[config.mk]
export PLATFORM = sky130hd
export DESIGN_NAME = instr_encoder
export DESIGN_NICKNAME = d
export VERILOG_FILES = /design/src/rtl/mips_isa_pkg.sv /design/src/rtl/enc_fifo2.sv /design/src/rtl/instr_encoder.sv
export SDC_FILE = /design/constraint.sdc
export NUM_CORES = 1
export LEC_CHECK = 0
export CAP_MARGIN = 20
export CORE_MARGIN = 1
export CORE_UTILIZATION = 50
export CTS_BUF_LIST = sky130_fd_sc_hd__clkbuf_4 sky130_fd_sc_hd__clkbuf_8
export DETAILED_ROUTE_END_ITERATION = 10
export PLACE_DENSITY_LB_ADDON = 0.3
export SYNTH_ARGS = -nofsm -noshare
export SYNTH_HDL_FRONTEND = slang
export SYNTH_HIERARCHICAL = 1
export SYNTH_SLANG_ARGS = --single-unit
[constraint.sdc]
create_clock -name clk -period 7.8 [get_ports clk]
set_clock_uncertainty 0.05 [all_clocks]
set_input_delay 1.17 -clock clk [delete_from_list [all_inputs] [get_ports clk]]
set_output_delay 1.17 -clock clk [all_outputs]
set_load 0.05 [all_outputs]
[src/rtl/mips_isa_pkg.sv]
// Shared MIPS-style ISA definitions: opcodes, function codes, field layout
// and legality helpers used by the encoder and the decoder.
package mips_isa_pkg;

    localparam logic [5:0] OP_RTYPE   = 6'h00;
    localparam logic [5:0] OP_J       = 6'h02;
    localparam logic [5:0] OP_JAL     = 6'h03;
    localparam logic [5:0] OP_BEQ     = 6'h04;
    localparam logic [5:0] OP_SPECIAL = 6'h07;
    localparam logic [5:0] OP_ADDI    = 6'h08;
    localparam logic [5:0] OP_ORI     = 6'h0D;
    localparam logic [5:0] OP_LW      = 6'h23;
    localparam logic [5:0] OP_SW      = 6'h2B;

    localparam logic [5:0] FN_ADD = 6'h20;
    localparam logic [5:0] FN_SUB = 6'h22;
    localparam logic [5:0] FN_AND = 6'h24;
    localparam logic [5:0] FN_OR  = 6'h25;
    localparam logic [5:0] FN_SLT = 6'h2A;

    // Least-significant bit of each field within the 32-bit word
    localparam int unsigned OP_LSB    = 26;
    localparam int unsigned RS_LSB    = 21;
    localparam int unsigned RT_LSB    = 16;
    localparam int unsigned RD_LSB    = 11;
    localparam int unsigned SHAMT_LSB = 6;
    localparam int unsigned FUNCT_LSB = 0;

    typedef enum logic [1:0] {
        FMT_R = 2'd0,
        FMT_I = 2'd1,
        FMT_J = 2'd2,
        FMT_S = 2'd3
    } fmt_e;

    function automatic fmt_e fmt_of(input logic [5:0] op);
        fmt_e f;
        case (op)
            OP_RTYPE:      f = FMT_R;
            OP_J, OP_JAL:  f = FMT_J;
            OP_SPECIAL:    f = FMT_S;
            default:       f = FMT_I;
        endcase
        return f;
    endfunction

    function automatic logic op_is_legal(input logic [5:0] op);
        logic ok;
        case (op)
            OP_RTYPE, OP_J, OP_JAL, OP_BEQ, OP_SPECIAL,
            OP_ADDI, OP_ORI, OP_LW, OP_SW: ok = 1'b1;
            default:                       ok = 1'b0;
        endcase
        return ok;
    endfunction

    function automatic logic rfunct_is_legal(input logic [5:0] funct);
        logic ok;
        case (funct)
            FN_ADD, FN_SUB, FN_AND, FN_OR, FN_SLT: ok = 1'b1;
            default:                               ok = 1'b0;
        endcase
        return ok;
    endfunction

endpackage

[src/rtl/enc_fifo2.sv]
// Two-entry {code,addr} buffer. Head entry always sits in slot0 so the
// output data and both handshake flags come straight from flops.
module enc_fifo2 #(
    parameter int unsigned DW = 64
) (
    input  logic          clk,
    input  logic          reset,
    input  logic          push,
    input  logic [DW-1:0] push_data,
    input  logic          pop,
    output logic          out_valid,
    output logic [DW-1:0] out_data,
    output logic          in_ready
);

    logic [1:0]    count_r;
    logic [1:0]    count_next_s;
    logic [DW-1:0] slot0_r;
    logic [DW-1:0] slot1_r;
    logic          valid_r;
    logic          ready_r;
    logic          push_ok_s;
    logic          pop_ok_s;

    assign push_ok_s = push & ready_r;
    assign pop_ok_s  = pop & valid_r;

    // Next occupancy; a push with a pop on one entry leaves it at one
    always_comb begin
        count_next_s = count_r;
        case ({push_ok_s, pop_ok_s})
            2'b10:   count_next_s = count_r + 2'd1;
            2'b01:   count_next_s = count_r - 2'd1;
            default: count_next_s = count_r;
        endcase
    end

    // Occupancy, registered flags and slot storage
    always_ff @(posedge clk or posedge reset) begin
        if (reset) begin
            count_r <= 2'd0;
            valid_r <= 1'b0;
            ready_r <= 1'b0;
            slot0_r <= '0;
            slot1_r <= '0;
        end else begin
            count_r <= count_next_s;
            valid_r <= (count_next_s != 2'd0);
            ready_r <= (count_next_s != 2'd2);
            case ({push_ok_s, pop_ok_s})
                2'b10: begin
                    if (count_r == 2'd0) begin
                        slot0_r <= push_data;
                    end else begin
                        slot1_r <= push_data;
                    end
                end
                2'b01:   slot0_r <= slot1_r;
                2'b11:   slot0_r <= push_data;
                default: slot0_r <= slot0_r;
            endcase
        end
    end

    assign out_valid = valid_r;
    assign out_data  = slot0_r;
    assign in_ready  = ready_r;

endmodule

[src/rtl/instr_encoder.sv]
// Packs instruction field bundles into 32-bit words, tags each legal word with
// its byte address and queues it; illegal bundles are counted and dropped.
module instr_encoder
    import mips_isa_pkg::*;
#(
    parameter logic [31:0] BASE_ADDR = 32'h0000_0000
) (
    input  logic        clk,
    input  logic        reset,
    input  logic        in_valid,
    output logic        in_ready,
    input  logic [5:0]  in_op,
    input  logic [4:0]  in_rs,
    input  logic [4:0]  in_rt,
    input  logic [4:0]  in_rd,
    input  logic [4:0]  in_shamt,
    input  logic [5:0]  in_funct,
    input  logic [15:0] in_imm,
    input  logic [25:0] in_jaddr,
    output logic        out_valid,
    input  logic        out_ready,
    output logic [31:0] out_code,
    output logic [31:0] out_addr,
    output logic        err,
    output logic [15:0] word_count,
    output logic [7:0]  err_count
);

    logic [31:0] code_s;
    logic        legal_s;
    logic        accept_s;
    logic        push_s;
    logic        pop_s;
    logic [31:0] addr_r;
    logic        err_r;
    logic [15:0] word_count_r;
    logic [7:0]  err_count_r;
    logic [63:0] fifo_data_s;

    // Format selection and legality; only the selected format's fields reach code_s
    always_comb begin
        code_s  = 32'h0000_0000;
        legal_s = op_is_legal(in_op);
        case (fmt_of(in_op))
            FMT_R: begin
                code_s = ({26'd0, in_op}    << OP_LSB)
                       | ({27'd0, in_rs}    << RS_LSB)
                       | ({27'd0, in_rt}    << RT_LSB)
                       | ({27'd0, in_rd}    << RD_LSB)
                       | ({27'd0, in_shamt} << SHAMT_LSB)
                       | ({26'd0, in_funct} << FUNCT_LSB);
                legal_s = rfunct_is_legal(in_funct);
            end
            FMT_J: begin
                code_s = ({26'd0, in_op} << OP_LSB) | {6'd0, in_jaddr};
            end
            FMT_S: begin
                code_s = ({26'd0, in_op}    << OP_LSB)
                       | ({27'd0, in_rs}    << RS_LSB)
                       | ({27'd0, in_rt}    << RT_LSB)
                       | ({26'd0, in_funct} << FUNCT_LSB);
            end
            default: begin
                code_s = ({26'd0, in_op} << OP_LSB)
                       | ({27'd0, in_rs} << RS_LSB)
                       | ({27'd0, in_rt} << RT_LSB)
                       | {16'd0, in_imm};
            end
        endcase
    end

    assign accept_s = in_valid & in_ready;
    assign push_s   = accept_s & legal_s;
    assign pop_s    = out_valid & out_ready;

    // Address tag, reject pulse and saturating statistics
    always_ff @(posedge clk or posedge reset) begin
        if (reset) begin
            addr_r       <= BASE_ADDR;
            err_r        <= 1'b0;
            err_count_r  <= 8'd0;
            word_count_r <= 16'd0;
        end else begin
            err_r <= accept_s & ~legal_s;
            if (push_s) begin
                addr_r <= addr_r + 32'd4;
            end
            if (accept_s && !legal_s && (err_count_r != 8'hFF)) begin
                err_count_r <= err_count_r + 8'd1;
            end
            if (pop_s && (word_count_r != 16'hFFFF)) begin
                word_count_r <= word_count_r + 16'd1;
            end
        end
    end

    enc_fifo2 #(
        .DW(64)
    ) u_fifo (
        .clk       (clk),
        .reset     (reset),
        .push      (push_s),
        .push_data ({code_s, addr_r}),
        .pop       (pop_s),
        .out_valid (out_valid),
        .out_data  (fifo_data_s),
        .in_ready  (in_ready)
    );

    assign out_code   = fifo_data_s[63:32];
    assign out_addr   = fifo_data_s[31:0];
    assign err        = err_r;
    assign err_count  = err_count_r;
    assign word_count = word_count_r;

endmodule

==> qor.yml, run 1 <==
status: "finished, final reports clean"
drt_iter0_markers: 454
core.rowCount: 48
fin_area_mm2: 0.0110
grt_usage_pct: 23.2
clockPowerShare_pct: 19.5
synth-edff-count: 0
synth_area_leaders: "dfrtp_1 (52%), nand2_1 (9.7%), mux2i_1 (7.3%)"
max-cap-violations: 0
fmax_mhz: 194
leakage_uw: 0.00505
clk_latency_ns: 0.46
grt_antenna_before_repair: 0
die_area_mm2: 0.0184
drcViolationCount: 0
antenna_cells: 0
synthCells: 925
ir_drop_uv: 218
place_area_mm2: 0.0106
path_cells: "clkdlybuf4s50_1 -> or3_1 -> a311oi_1 -> a2111o_1 -> inv_1 -> nand2_1 -> ha_4 -> buf_4 -> mux2i_1 -> o21ai_0"
synth_common_cells: "nand2_1 (231), dfrtp_1 (187), o21ai_1 (116), mux2i_1 (65)"
grt_pass1_wl_um: 33200
grt_setup_unrepaired: "no"
die_w_um: 136
p_int_uw: 2030
worstMarginPinSlew_ns: 0.990
overflow: 0
initial_core_util_pct: 51.4
yosysTopAreaCell: "dfrtp_1"
fin_crit_sh_pct: 65.9
cp_max_fo: 48
synthArstFlopShare_pct: 100
p_switching_uw: 1390
htreeDepth: 4
fin_tns_setup_ns: 0
vias_per_cell: 5.38
fin_nets: 1149
synth_area_mm2: 0.00892
cp-start-kind: "input port"
end_kind: "flop"
die_h_um: 136
use_met2_pct: 36.3
area_delta_synth_final_pct: 23.9
cts_sinks: 187
fill_cells: 1447
hold_viol_final: 0
ant_nets: 0
cp_data_required_time_ns: 8.06
wl_um: 20300
layout-drive-gt1-share_pct: 6.31
vias: 7008
cp_slowest_cell: "a2111o_1"
cts-root-buf: "clkbuf_8"
grt_pass1_vias: 6620
critPathArrivalTime_ns: 5.41
cts_max_path_buffers: 2
hold_ws_ns: 0.427
yosysWarnings: 6
gp_congestion: 0.777
grt_max_degree: 90
post_synth_num_cell_types: 42
cts_setup_buffers: 0
cpPeakStageDelay_ns: 0.81
p_seq_share_pct: 40.5
post-synth-top-count-cell: "nand2_1"
multi_input_area_mm2: 0.00384
dpl.hpwl_um: 13400
maxSlewViolCount: 0
port_buffers: 168
cts_inserted_buffers: 17
gr-max-usage-layer: "met2"
p_comb_share_pct: 40.0
synth_top_cell_area_share_pct: 52.5
hp-class: "reg2reg"
grtUsageMet3_pct: 4.12
ios: 169
swShare_pct: 40.7
path_clk_slew_ns: 0.09
p_per_area_mw_per_mm2: 310
cts_resized: 0
seq_area_frac_synth_pct: 52.5
syn_avg_cell_area_um2: 9.64
cts_tree: "done"
period_needed_ns: 5.14
ys_seq_elements: 187
seq_area_mm2: 0.00468
worstSetupPathType: "in2reg"
first_pass_iters: 5
max_slew_margin_pct: 34.0
use_met1_pct: 32.3
wl_per_cell_um: 15.6
synth-main-ff-cell: "dfrtp_1"
coreArea_mm2: 0.0174
hold_buffers: 0
finalSetupViolCount: 0
[layout by cell type (no fill, tap or decap), types with 3 or more instances in the layout]
cell type | netlist | layout
clkinvlp_4 | 0 | 3
clkbuf_8 | 0 | 19
or2_2 | 3 | 3
clkinv_2 | 0 | 5
o21ai_0 | 23 | 23
clkdlybuf4s50_1 | 0 | 168
mux2_2 | 15 | 15
nand2_1 | 231 | 231
dfrtp_1 | 187 | 187
a22oi_1 | 6 | 6
conb_1 | 1 | 4
and4_1 | 3 | 3
buf_4 | 12 | 7
a21oi_1 | 13 | 13
or3_1 | 3 | 3
a31oi_1 | 4 | 4
bufinv_16 | 0 | 3
nand2b_1 | 4 | 3
nor4_1 | 9 | 9
ha_1 | 6 | 4
inv_1 | 12 | 10
nor3_1 | 15 | 15
xor2_1 | 33 | 33
nand3_1 | 29 | 29
and3_1 | 7 | 7
nor2_1 | 33 | 32
mux2i_1 | 65 | 65
xnor2_1 | 18 | 18
nand4_1 | 15 | 15
o21ai_1 | 116 | 116
[kinds of logic (layout without fill, tap and decap cells)]
| family | count (synthesis) | in the layout | synth area share (%) |
|---|---|---|---|
| compound gates | 169 | 169 | 10.0 |
| xor+xnor | 51 | 51 | 5.01 |
| fa+ha+maj | 7 | 7 | 0.968 |
| buf+inv | 71 | 221 | 4.97 |
| flops | 187 | 187 | 52.5 |
| mux | 80 | 80 | 9.19 |
| other cells | 1 | 4 | 0.0421 |
| simple gates | 359 | 359 | 17.3 |
[area by class of cell]
cell class	count	area share (%)
clock buffers	20	2.44
clock inverters	12	1.33
flip-flops and latches	187	42.4
repair buffers	177	16.1
well taps	225	2.55
inverters	12	0.453
multi-input cells	670	34.8
[flip-flops by register name, indices dropped and copies added, names as in the netlist]
| signal | cells |
|---|---|
| addr_r | 30 |
| word_count | 16 |
| u_fifo/slot1_r | 64 |
| u_fifo/out_valid | 1 |
| u_fifo/in_ready | 1 |
| u_fifo/count_r | 2 |
| u_fifo/out_data | 64 |
| err_count | 8 |
| err | 1 |
[per-stage QoR]
stage	total power [µW]	utilization [%]	std cells	setup slack, ns
6_report	3420	63.6	1303	2.66
3_5_place_dp	2780	61.1	1270	2.19
4_1_cts	3450	63.5	1302	2.69
3_3_place_gp	2750	61.0	1269	2.33
5_1_grt	3610	63.6	1303	2.40
2_1_floorplan	2350	-	928	3.05
[worst max-delay path: cells and delay by family]
| kind | cells | cell delay (ns) |
|---|---|---|
| mux | 1 | 0.27 |
| fa+ha+maj | 1 | 0.76 |
| buf+inv | 3 | 1.15 |
| simple gates | 2 | 0.63 |
| compound gates | 3 | 1.39 |
[power groups by stage]
stage | registers (µW) | clock network (µW) | logic (µW)
2_1_floorplan | 1800 | 0 | 545
3_3_place_gp | 1400 | 0 | 1350
3_5_place_dp | 1400 | 0 | 1380
4_1_cts | 1390 | 686 | 1380
5_1_grt | 1420 | 722 | 1470
6_report | 1390 | 667 | 1370
[final timing paths]
check	start	endpoint	slack, ns	cells past startpoint
setup / recovery	in_op[1]	u_fifo/out_data[60]	2.66	10
hold / removal	u_fifo/slot1_r[14]	u_fifo/slot1_r[14]	0.43	2
setup reg to reg	u_fifo/in_ready	u_fifo/out_data[56]	4.15	10
hold reg to reg	u_fifo/slot1_r[14]	u_fifo/slot1_r[14]	0.43	2
max in group asynchronous	reset	u_fifo/slot1_r[23]	5.48	4
min in group asynchronous	reset	u_fifo/out_data[57]	1.10	2
[metal layers]
layer	share of wire, %	routed length, µm
met1	46	9270
met2	47	9470
met3	5.8	1170
met4	2.0	413
met5	0	0
Note: power is estimated with default switching activity, not from simulation.
==> inputs of run 2 (changes only) <==
==> constraint.sdc (replaced) <==
create_clock -name clk -period 5.15 [get_ports clk]
set_clock_uncertainty 0.05 [all_clocks]
set_input_delay 0.7725 -clock clk [delete_from_list [all_inputs] [get_ports clk]]
set_output_delay 0.7725 -clock clk [all_outputs]
set_load 0.05 [all_outputs]
==> qor.yml, run 2 (synthesis gave the netlist of run 1 again) <==
critPathTopFamily: "buffers and inverters"
grt_usage_pct: 23.2
stdcell_count: 1307
cts_tree: "done"
drcViolationCount: 0
grt_antenna_before_repair: 1
cp_max_fo: 34
final_common_cell: "nand2_1"
path_buf_inv: 3
cp_slowest_cell: "ha_4"
vias_per_cell: 5.38
grt_setup_unrepaired: "no"
cts_resized: 0
path_clk_slew_ns: 0.09
die_w_um: 136
clk_latency_ns: 0.45
fin_crit_sh_pct: 73.1
period_needed_ns: 3.77
fmax_mhz: 265
wl_um: 20400
cts_sinks: 187
critPathArrivalTime_ns: 4.06
cts_inserted_buffers: 17
end_kind: "flop"
worstSetupPathType: "in2reg"
maxSlewViolCount: 0
power.total_uw: 5140
gp_congestion: 0.779
dpl.cell_count: 1275
first_pass_iters: 5
fin_nets: 1153
p_per_area_mw_per_mm2: 465
hold_buffers: 0
overflow: 0
vias: 7033
htreeDepth: 4
cp-start-kind: "input port"
grt_max_degree: 103
layout-drive-gt1-share_pct: 6.57
ios: 169
place_area_mm2: 0.0107
wl_per_cell_um: 15.6
finalSetupViolCount: 0
ir_drop_uv: 323
cp_data_required_time_ns: 5.44
hp-class: "reg2reg"
coreArea_mm2: 0.0174
grt_pass1_wl_um: 33200
leakage_uw: 0.00505
post-place-ws_ns: 0.993
area_delta_synth_final_pct: 23.9
max_slew_margin_pct: 36.8
status: "finished, final reports clean"
port_buffers: 168
hold_viol_final: 0
cpPeakStageDelay_ns: 0.59
core.rowCount: 48
worstMarginPinSlew_ns: 0.940
cts_setup_buffers: 0
dpl.hpwl_um: 13700
die_area_mm2: 0.0184
path_cells: "clkdlybuf4s50_1 -> or3_1 -> a311oi_1 -> a2111o_1 -> inv_1 -> nand2_1 -> ha_4 -> buf_4 -> mux2i_1 -> o21ai_1"
grt_pass1_vias: 6671
layout_common_cells: "nand2_1 (231), dfrtp_1 (187), clkdlybuf4s50_1 (168), o21ai_1 (116), mux2i_1 (65)"
die_h_um: 136
fin_tns_setup_ns: 0
max-cap-violations: 0
cts_max_path_buffers: 2
initial_core_util_pct: 51.4
fin_area_mm2: 0.0110
setup_slack_ns: 1.38
cts-root-buf: "clkbuf_8"
ant_nets: 0
drt_iter0_markers: 496
[run 2: changes by cell type in the layout (fill, tap and decap cells not counted)]
cell,before,now
buf_4,7,10
buf_12,0,2
buf_16,1,0
bufinv_16,3,2
clkbuf_8,19,18
clkinv_4,1,0
clkinvlp_4,3,4
diode_2,0,1
inv_6,1,2
[run 2: per-layer routing]
layer / vias up / routed length [µm] / global-route usage (%)
li1: 3421 / - / -
met1: 3401 / 9480 / 31.3
met2: 188 / 9490 / 36.7
met3: 23 / 1140 / 5.16
met4: 0 / 320 / 8.18
met5: - / 0 / 0
[run 2: final timing paths]
check / startpoint / to / slack (ns) / cells after the start
max in group asynchronous: reset / u_fifo/out_data[59] / 3.16 / 3
setup / recovery: in_op[1] / u_fifo/out_data[30] / 1.38 / 10
setup reg to reg: u_fifo/in_ready / u_fifo/out_data[60] / 2.46 / 10
hold reg to reg: u_fifo/slot1_r[26] / u_fifo/slot1_r[26] / 0.43 / 2
min in group asynchronous: reset / err_count[3] / 0.89 / 3
hold / removal: u_fifo/slot1_r[26] / u_fifo/slot1_r[26] / 0.43 / 2
[run 2: final cells by class]
type	instances	area [µm²]
antenna	1	2.50
timing repair buffer	181	1810
fill	1441	6310
clock buffer	19	255
inverter	12	50.0
clock inverter	12	124
sequential	187	4680
multi-input combinational	670	3840
tap	225	282
[run 2: per-stage QoR]
stage	util, %	hold slack, ns
3_5_place_dp	61.4	0.412
3_3_place_gp	61.3	0.407
4_1_cts	63.6	0.433
2_1_floorplan	-	0.395
5_1_grt	63.6	0.451
6_report	63.6	0.429
[run 2: worst register-to-register path: stages (launching register included)]
cell	delay (ns)
dfrtp_1	0.43
nand2_1	0.18
a2111o_1	0.40
inv_1	0.06
nand2_1	0.11
inv_1	0.09
ha_1	0.22
o21a_4	0.53
buf_4	0.36
o21ai_0	0.10
o21ai_0	0.10
[run 2: report_power, final]
group          switching (µW)  internal (µW)  total (µW)
Combinational            1350            749        2090
Sequential                270           1830        2100
Clock                     502            443         945
Total                    2120           3020        5140
==> inputs of run 3 (changes only) <==
--- a/config.mk
+++ b/config.mk
@@ -7,7 +7,7 @@
 export LEC_CHECK = 0
 export CAP_MARGIN = 20
 export CORE_MARGIN = 1
-export CORE_UTILIZATION = 50
+export CORE_UTILIZATION = 49
 export CTS_BUF_LIST = sky130_fd_sc_hd__clkbuf_4 sky130_fd_sc_hd__clkbuf_8
 export DETAILED_ROUTE_END_ITERATION = 10
 export PLACE_DENSITY_LB_ADDON = 0.3
==> constraint.sdc (replaced) <==
create_clock -name clk -period 3.3 [get_ports clk]
set_clock_uncertainty 0.05 [all_clocks]
set_input_delay 0.495 -clock clk [delete_from_list [all_inputs] [get_ports clk]]
set_output_delay 0.495 -clock clk [all_outputs]
set_load 0.05 [all_outputs]
==> qor.yml, run 3 (synthesis gave the netlist of run 1 again) <==
grt_setup_unrepaired: "no"
cts_sinks: 187
end_kind: "flop"
antenna_cells: 0
grt_antenna_before_repair: 0
port_buffers: 168
htreeDepth: 4
maxSlewViolCount: 0
grt_max_degree: 57
area_delta_synth_final_pct: 28.3
gp_congestion: 0.771
cp_data_required_time_ns: 3.64
grt_pass1_wl_um: 34700
p_per_area_mw_per_mm2: 732
max-cap-violations: 0
fmax_mhz: 338
drcViolationCount: 0
die_w_um: 137
r2r-end: "addr_r[31]"
worstMarginPinSlew_ns: 0.771
ir_drop_uv: 473
hold_ws_ns: 0.430
cts-root-buf: "clkbuf_8"
layout-drive-gt1-share_pct: 8.84
vias_per_cell: 5.38
grt_pass1_vias: 6824
period_needed_ns: 2.96
first_pass_iters: 5
leakage_uw: 0.00524
r2r_slack_ns: 1.02
cts_max_path_buffers: 2
finalSetupViolCount: 0
fin_nets: 1179
dpl.hpwl_um: 14800
reg2reg_from: "addr_r[11]"
coreArea_mm2: 0.0175
fill_cells: 1445
cp-start-kind: "input port"
max_slew_margin_pct: 48.6
status: "finished, final reports clean"
wl_per_cell_um: 16.1
crit_path_end: "u_fifo/out_data[55]"
hp-class: "in2async"
cts_resized: 0
overflow: 0
final_common_cell: "nand2_1"
drt_iter0_markers: 450
cp_max_fo: 52
hold_viol_final: 0
vias: 7167
layout_common_cells: "nand2_1 (231), dfrtp_1 (187), clkdlybuf4s50_1 (168), o21ai_1 (116), mux2i_1 (65)"
cts_tree: "done"
fin_crit_sh_pct: 89.6
initial_core_util_pct: 50.8
worstSetupPathType: "in2reg"
ios: 169
core.rowCount: 48
worstRegToRegCells: 5
cts_inserted_buffers: 17
cts_setup_buffers: 0
clk_latency_ns: 0.47
hold_buffers: 0
path_clk_slew_ns: 0.10
critPathLaunch: "in_funct[1]"
ant_nets: 0
critPathArrivalTime_ns: 3.30
grt_usage_pct: 24.0
power.total_uw: 8380
utilization_pct: 65.3
wl_um: 21400
die_area_mm2: 0.0187
die_h_um: 137
-- run 3: how the worst min path moves through the flow --
stage          cells after the start  slack [ns]                 end               start
2_1_floorplan                      2        0.39  u_fifo/slot1_r[34]  u_fifo/slot1_r[34]
3_3_place_gp                       2        0.41  u_fifo/slot1_r[43]  u_fifo/slot1_r[43]
3_5_place_dp                       2        0.41  u_fifo/slot1_r[51]  u_fifo/slot1_r[51]
4_1_cts                            2        0.43  u_fifo/slot1_r[51]  u_fifo/slot1_r[51]
5_1_grt                            2        0.45  u_fifo/slot1_r[34]  u_fifo/slot1_r[34]
6_report                           2        0.43       word_count[2]               reset
-- run 3: layout make-up --
type                            instances  area, µm²  share of cell area (%)
Sequential cell                       187       4680                    40.9
Clock buffer                           19        255                    2.23
Timing Repair Buffer                  207       2150                    18.8
Clock inverter                         13        189                    1.65
Inverter                               12       48.8                   0.426
Multi-Input combinational cell        670       3840                    33.6
Tap cell                              225        282                    2.46
-- run 3: through the flow --
step,area [µm²],cells,TNS [ns],setup slack [ns]
floorplan,8930,928,0,0.250
global placement,11000,1301,-7.48,-0.0998
detailed placement,11000,1301,-7.58,-0.116
CTS,11400,1333,0,0.342
global route,11400,1333,0,0.155
finish,11400,1333,0,0.344
-- run 3: worst max-delay path: stages --
cell and delay [ns]:
clkdlybuf4s50_1 0.51, mux2i_1 0.43, a311oi_1 0.18, buf_4 0.17, a2111o_1 0.40, inv_1 0.07, nand2_1 0.08, inv_1 0.07
ha_1 0.22, o21a_4 0.21, buf_12 0.24, o21ai_0 0.11, o21ai_1 0.10
-- run 3: where the power goes --
group / internal, µW / leakage [µW] / switching (µW)
Combinational: 1280 / 0.00258 / 2130
Sequential: 2850 / 0.00245 / 417
Clock: 858 / 0.000209 / 829
Total: 5000 / 0.00524 / 3380
-- run 3: layer usage --
metal  GRT usage (%)  vias to the layer above  share of wire (%)
met5               0                        -                  0
met4            7.08                        0                1.5
met3            4.37                       22                6.0
met2            41.0                      189                 49
met1            31.2                     3475                 43
li1                -                     3481                  -
